==> src/rtl/sc_pkg.sv <==
// Shared types, LFSR tap table and default seeds for the stochastic multiplier engine.
package sc_pkg;

   typedef enum logic [1:0] {
      IDLE = 2'd0,
      RUN  = 2'd1,
      DONE = 2'd2
   } sc_state_t;

   typedef enum logic {
      SC_UNIPOLAR = 1'b0,
      SC_BIPOLAR  = 1'b1
   } sc_mode_t;

   localparam logic [7:0] SC_SEED_A_DEF = 8'h01;
   localparam logic [7:0] SC_SEED_B_DEF = 8'hA5;

   // Maximal-length Fibonacci feedback masks; bit k set means stage k+1 is tapped.
   function automatic logic [15:0] lfsr_taps(input int unsigned width);
      case (width)
         4:       return 16'h000C;
         5:       return 16'h0014;
         6:       return 16'h0030;
         7:       return 16'h0060;
         8:       return 16'h00B8;
         9:       return 16'h0110;
         10:      return 16'h0240;
         11:      return 16'h0500;
         12:      return 16'h0829;
         13:      return 16'h100D;
         14:      return 16'h2015;
         15:      return 16'h6000;
         16:      return 16'hD008;
         default: return 16'h0000;
      endcase
   endfunction

endpackage

==> src/rtl/sc_lfsr.sv <==
// Fibonacci maximal-length LFSR used as a stochastic number generator; reloadable seed.
module sc_lfsr
   import sc_pkg::*;
#(
   parameter int unsigned      WIDTH = 8,
   parameter logic [WIDTH-1:0] SEED  = WIDTH'(1)
) (
   input  logic             clk,
   input  logic             rst_n,
   input  logic             load,
   input  logic             advance,
   output logic [WIDTH-1:0] q
);

   localparam logic [WIDTH-1:0] TAPS = WIDTH'(lfsr_taps(WIDTH));

   logic [WIDTH-1:0] q_q;
   logic [WIDTH-1:0] q_d;

   always_comb begin
      q_d = q_q;
      if (load) begin
         q_d = SEED;
      end else if (advance) begin
         q_d = {q_q[WIDTH-2:0], ^(q_q & TAPS)};
      end
   end

   always_ff @(posedge clk or negedge rst_n) begin
      if (!rst_n) begin
         q_q <= SEED;
      end else begin
         q_q <= q_d;
      end
   end

   assign q = q_q;

endmodule

==> src/rtl/sc_mult_engine.sv <==
// Multi-lane stochastic-computing multiplier with start/done handshake.
// Optional raw-stream debug outputs when SC_STREAM_OUT_EN is defined.
module sc_mult_engine
   import sc_pkg::*;
#(
   parameter int unsigned      WIDTH  = 8,
   parameter int unsigned      LEN_W  = 9,
   parameter int unsigned      LANES  = 4,
   parameter logic [WIDTH-1:0] SEED_A = WIDTH'(SC_SEED_A_DEF),
   parameter logic [WIDTH-1:0] SEED_B = WIDTH'(SC_SEED_B_DEF)
) (
   input  logic                   clk,
   input  logic                   rst_n,
   input  logic                   start,
   input  logic                   mode,
   input  logic [LEN_W-1:0]       nummax,
   input  logic [LANES*WIDTH-1:0] a_val,
   input  logic [LANES*WIDTH-1:0] b_val,
   output logic                   busy,
   output logic                   done,
   output logic [LANES*LEN_W-1:0] result
`ifdef SC_STREAM_OUT_EN
   ,
   output logic [LANES-1:0]       dbg_sa,
   output logic [LANES-1:0]       dbg_sb,
   output logic [LANES-1:0]       dbg_prod,
   output logic                   dbg_valid
`endif
);

   sc_state_t                     state_q, state_d;
   sc_mode_t                      mode_q, mode_d;
   logic [LEN_W-1:0]              nummax_q, nummax_d;
   logic [LANES*WIDTH-1:0]        a_q, a_d;
   logic [LANES*WIDTH-1:0]        b_q, b_d;
   logic [LEN_W-1:0]              cnt_q, cnt_d;
   logic [LANES-1:0][LEN_W-1:0]   lane_cnt_q, lane_cnt_d;
   logic [LANES*LEN_W-1:0]        result_q, result_d;
   logic                          busy_q, busy_d;
   logic                          done_q, done_d;
   logic                          accept;
   logic                          running;
   logic [WIDTH-1:0]              lfsr_a;
   logic [WIDTH-1:0]              lfsr_b;
   logic [LANES-1:0]              sa;
   logic [LANES-1:0]              sb;
   logic [LANES-1:0]              prod;

   assign running = (state_q == RUN);

   sc_lfsr #(.WIDTH(WIDTH), .SEED(SEED_A)) u_lfsr_a (
      .clk     (clk),
      .rst_n   (rst_n),
      .load    (accept),
      .advance (running),
      .q       (lfsr_a)
   );

   sc_lfsr #(.WIDTH(WIDTH), .SEED(SEED_B)) u_lfsr_b (
      .clk     (clk),
      .rst_n   (rst_n),
      .load    (accept),
      .advance (running),
      .q       (lfsr_b)
   );

   // Per-lane SNG comparators and product gate.
   for (genvar i = 0; i < LANES; i++) begin : g_lane
      assign sa[i]   = (a_q[i*WIDTH +: WIDTH] >= lfsr_a);
      assign sb[i]   = (b_q[i*WIDTH +: WIDTH] >= lfsr_b);
      assign prod[i] = (mode_q == SC_BIPOLAR) ? ~(sa[i] ^ sb[i]) : (sa[i] & sb[i]);
   end

   always_comb begin
      state_d    = state_q;
      mode_d     = mode_q;
      nummax_d   = nummax_q;
      a_d        = a_q;
      b_d        = b_q;
      cnt_d      = cnt_q;
      lane_cnt_d = lane_cnt_q;
      result_d   = result_q;
      done_d     = 1'b0;
      accept     = 1'b0;

      case (state_q)
         IDLE: begin
            accept = start;
         end
         RUN: begin
            cnt_d = cnt_q + LEN_W'(1);
            for (int i = 0; i < LANES; i++) begin
               lane_cnt_d[i] = lane_cnt_q[i] + LEN_W'(prod[i]);
            end
            if ((cnt_q + LEN_W'(1)) == nummax_q) begin
               state_d = DONE;
            end
         end
         DONE: begin
            done_d   = 1'b1;
            result_d = lane_cnt_q;
            state_d  = IDLE;
            accept   = start;
         end
         default: begin
            state_d = IDLE;
         end
      endcase

      // Launch: capture operands and restart the stream from a clean state.
      if (accept) begin
         mode_d     = sc_mode_t'(mode);
         nummax_d   = nummax;
         a_d        = a_val;
         b_d        = b_val;
         cnt_d      = '0;
         lane_cnt_d = '0;
         state_d    = (nummax != '0) ? RUN : DONE;
      end

      busy_d = (state_d == RUN);
   end

   always_ff @(posedge clk or negedge rst_n) begin
      if (!rst_n) begin
         state_q    <= IDLE;
         mode_q     <= SC_UNIPOLAR;
         nummax_q   <= '0;
         a_q        <= '0;
         b_q        <= '0;
         cnt_q      <= '0;
         lane_cnt_q <= '0;
         result_q   <= '0;
         busy_q     <= 1'b0;
         done_q     <= 1'b0;
      end else begin
         state_q    <= state_d;
         mode_q     <= mode_d;
         nummax_q   <= nummax_d;
         a_q        <= a_d;
         b_q        <= b_d;
         cnt_q      <= cnt_d;
         lane_cnt_q <= lane_cnt_d;
         result_q   <= result_d;
         busy_q     <= busy_d;
         done_q     <= done_d;
      end
   end

   assign busy   = busy_q;
   assign done   = done_q;
   assign result = result_q;

`ifdef SC_STREAM_OUT_EN
   assign dbg_sa    = running ? sa   : '0;
   assign dbg_sb    = running ? sb   : '0;
   assign dbg_prod  = running ? prod : '0;
   assign dbg_valid = running;
`endif

endmodule

==> config.mk <==
export PLATFORM = sky130hd
export DESIGN_NAME = sc_mult_engine
export DESIGN_NICKNAME = d
export VERILOG_FILES = /design/src/rtl/sc_pkg.sv /design/src/rtl/sc_lfsr.sv /design/src/rtl/sc_mult_engine.sv
export SDC_FILE = /design/constraint.sdc
export NUM_CORES = 1
export LEC_CHECK = 0
export BUFFER_PORTS_ARGS = -buffer_cell sky130_fd_sc_hd__buf_4
export CAP_MARGIN = 10
export CORE_MARGIN = 2
export CORE_UTILIZATION = 55
export DETAILED_ROUTE_END_ITERATION = 10
export PLACE_DENSITY = 0.77
export SLEW_MARGIN = 10
export SYNTH_ARGS = -nofsm -noshare
export SYNTH_HDL_FRONTEND = slang
export SYNTH_HIERARCHICAL = 1
export SYNTH_SLANG_ARGS = --single-unit
==> constraint.sdc <==
create_clock -name clk -period 3.4 [get_ports clk]
set_input_delay 0.68 -clock clk [delete_from_list [all_inputs] [get_ports clk]]
set_output_delay 0.68 -clock clk [all_outputs]
set_load 0.05 [all_outputs]
==> flow_summary.ini <==
[outcome]
status = finished clean

[drt]
antenna_left = 0
wirelength_mm = 17.83
vias_per_cell = 5.316
drtIter0Drc = 368
drc_errors = 0
wire_per_inst_um = 14.64
first_pass_iters = 5
routed-via-count = 6475

[setup_path]
crit_chain = ha_1 -> nand2b_1 -> a21o_1 -> a21o_1 -> a21oi_1 -> o31ai_1 -> ha_1 -> mux2i_2 -> ha_1 -> ha_1 -> and3_1 -> nand2_1 -> o211ai_1 -> o31ai_1
crit_arrival_ns = 3.53
rrSetupSlack_ns = 0.18
critPathBufInv = 0
critPathMaxStageDelay_ns = 0.58
cp_top_family = adder cells
crit_path_start_kind = register
path_depth = 14
rr_endpoint = lane_cnt_q[35]$_DFFE_PN0P_
rr_worst_depth = 14
crit_path_end_kind = register
critPathMostFrequentCell = ha_1
rr_startpoint = u_lfsr_a/q[0]$_DFFE_PN1P_
crit_slowest_cell = dfstp_2
required_ns = 3.71
path_class = reg -> reg
crit_fanout = 6

[placement]
placedCellCount = 1186
dp_hpwl_mm = 12.26
post_dp_cell_area_mm2 = 0.009843
globalplace.congestion = 0.8406
place_ws_ns = 0.2402
io_buffers = 114

[clock_network]
clkTransAtPathRegs_ns = 0.07
numCtsBuffers = 17
cts_tree = done
cts.sinks = 175
postCtsSetupBuffers = 0
clk_latency_ns = 0.44
clk_path_buf_depth = 2
cts_max_level = 4
cts_resized = 0
cts-root-buf = clkbuf_16
cts_hold_buf = 0

[final_layout]
register_area_mm2 = 0.004385
fillers = 1266
stdcell_count = 1218
layout.nets = 1143
area_growth_pct = 18.37
drive_gt1_share_pct = 20.56
num_antenna_cells = 0
multiInputGateArea_mm2 = 0.004125
final_area_mm2 = 0.01040

[synthesis]
synth_top_family_by_area = simple AND/OR/NAND/NOR gates
syn_area_per_cell_um2 = 9.930
synth_xor_area_share_pct = 2.491
netlist_instances = 885
synth_compound_area_share_pct = 9.311
synth_seq_area_share_pct = 49.90
synthAdderAreaFrac_pct = 10.96
synth-main-ff-cell = dfrtp_1
ys_types = 48
yosysWarnings = 6
synth_edf_count = 0
syn-num-nets = 1039
ys_ff_latch = 175
synthSimpleGateAreaFrac_pct = 17.16
synth-async-reset-ratio_pct = 100.0
synthMuxAreaShare_pct = 6.862
synth_area_mm2 = 0.008788

[sta]
setup_violations = 0
slew_headroom_pct = 38.78
finalCritPeriodShare_pct = 94.60
maxSlewViolCount = 0
fmax_mhz = 310.9
hold_viol = 0
fin_setup_tns_ns = 0
setup_ws_ns = 0.1836
finalCriticalPeriod_ns = 3.216
rsz0062_at_grt = no
worst_pin_slew_ns = 0.9183
clock_skew_ns = 0.01660

[die]
start_util_pct = 55.73
fp.dieW_um = 130.4
fp.dieArea_mm2 = 0.01701
boundaryPins = 115
num_rows = 46
die_h_um = 130.4
coreArea_mm2 = 0.01577

[pwr]
vdd_drop_max_v = 0.0004596
cellPowerDensity_mw_per_mm2 = 908.5
leakagePower_nw = 5.415

[global_route]
grt_pass1_vias = 6200
met2_usage_pct = 34.80
grt_pass1_wl_mm = 29.92
grt-busiest-layer = met2
grtUsageMet1_pct = 31.30
grt_usage_pct = 22.38
grt_antenna_before_repair = 0
use_met3_pct = 4.235
grt_max_degree = 86
grt.overflow.total = 0

[flow_run]
maxCapViolations = 0

[hold_path]
hold_class = in -> async
-- final cells by class --
class | count | area share, %
clock buffers | 21 | 4.522
clock inverters | 11 | 0.7698
inverters | 33 | 1.215
multi-input cells | 640 | 39.66
flip-flops and latches | 175 | 42.16
well taps | 216 | 2.598
repair buffers | 122 | 9.081
-- worst reg2reg max path, delay by kind of cell, from the launching register on --
kind	cells	cell delay (ns)
compound gates	6	0.93
fa+ha+maj	4	0.97
flops	1	0.58
mux	1	0.20
simple gates	3	0.42
-- synth_stat cells, drive strengths merged, types with 16 or more instances --
cell	n	area share, %
a21oi	17	0.97
nand2	242	10
o21ai	44	2.5
nand4	16	1.2
nor2	50	2.2
mux2i	22	2.5
mux2	34	4.4
nand3	17	1.0
ha	77	11
clkbuf	19	0.81
dfrtp	170	48
buf	18	1.1
inv	32	1.4
-- state kept, by name (all words and copies together) (netlist names), 8 cells and up --
register / count
b_q: 32
a_q: 32
nummax_q: 9
cnt_q: 9
result: 36
lane_cnt_q: 36
u_lfsr_a/q: 8
u_lfsr_b/q: 8
-- power by group --
group	internal (W)	switching [W]
combinational	0.00179	0.00234
sequential	0.00286	0.000640
clock	0.000995	0.000821
-- per-stage QoR --
step           hold slack [ns]  total power, W  util, %
2_1_floorplan           0.3844        0.006449        -
3_3_place_gp            0.4643        0.007394    62.42
3_5_place_dp            0.4692        0.007573    62.42
4_1_cts                 0.3251        0.009456    65.91
5_1_grt                 0.3550         0.01027    65.96
6_report                0.3023        0.009451    65.96
-- kinds of logic (layout without fill, tap and decap cells) --
| family | Yosys count | after routing |
|---|---|---|
| AO/OA/AOI/OAI | 126 | 126 |
| buffers and inverters | 70 | 187 |
| flip-flops | 175 | 175 |
| AND/OR/NAND/NOR | 356 | 356 |
| XOR/XNOR | 25 | 25 |
| multiplexers | 56 | 56 |
| adder cells (fa/ha/maj) | 77 | 77 |
-- layout by cell type (no fill, tap or decap), types with 14 or more instances in the layout --
| cell type | synthesis | final |
|---|---|---|
| clkbuf_16 | 0 | 17 |
| inv_1 | 30 | 30 |
| mux2i_1 | 22 | 21 |
| dfrtp_1 | 170 | 170 |
| ha_1 | 77 | 77 |
| nor2_1 | 49 | 49 |
| nand3_1 | 16 | 16 |
| nand2_1 | 242 | 242 |
| o21ai_0 | 43 | 43 |
| buf_4 | 0 | 119 |
| mux2_2 | 34 | 34 |
| o31ai_1 | 14 | 14 |
| a21oi_1 | 17 | 16 |
| a21o_1 | 14 | 14 |
| nand4_1 | 15 | 15 |
-- how the worst max path moves through the flow --
| stage | start | to | slack [ns] |
|---|---|---|---|
| 2_1_floorplan | u_lfsr_a/q[0]$_DFFE_PN1P_ | lane_cnt_q[26]$_DFFE_PN0P_ | 0.57 |
| 3_5_place_dp | u_lfsr_a/q[0]$_DFFE_PN1P_ | lane_cnt_q[35]$_DFFE_PN0P_ | 0.24 |
| 4_1_cts | u_lfsr_a/q[0]$_DFFE_PN1P_ | lane_cnt_q[35]$_DFFE_PN0P_ | 0.17 |
| 6_report | u_lfsr_a/q[0]$_DFFE_PN1P_ | lane_cnt_q[35]$_DFFE_PN0P_ | 0.18 |
| 5_1_grt | u_lfsr_a/q[0]$_DFFE_PN1P_ | lane_cnt_q[35]$_DFFE_PN0P_ | 0.005 |
| 3_3_place_gp | u_lfsr_a/q[0]$_DFFE_PN1P_ | lane_cnt_q[24]$_DFFE_PN0P_ | 0.31 |
-- layer usage --
metal / up-vias / share of wire (%)
met5: - / 0
met4: 0 / 1.6
met3: 25 / 4.0
met2: 133 / 46
met1: 3081 / 48
li1: 3236 / -
Power figures use the tool's default switching activity.
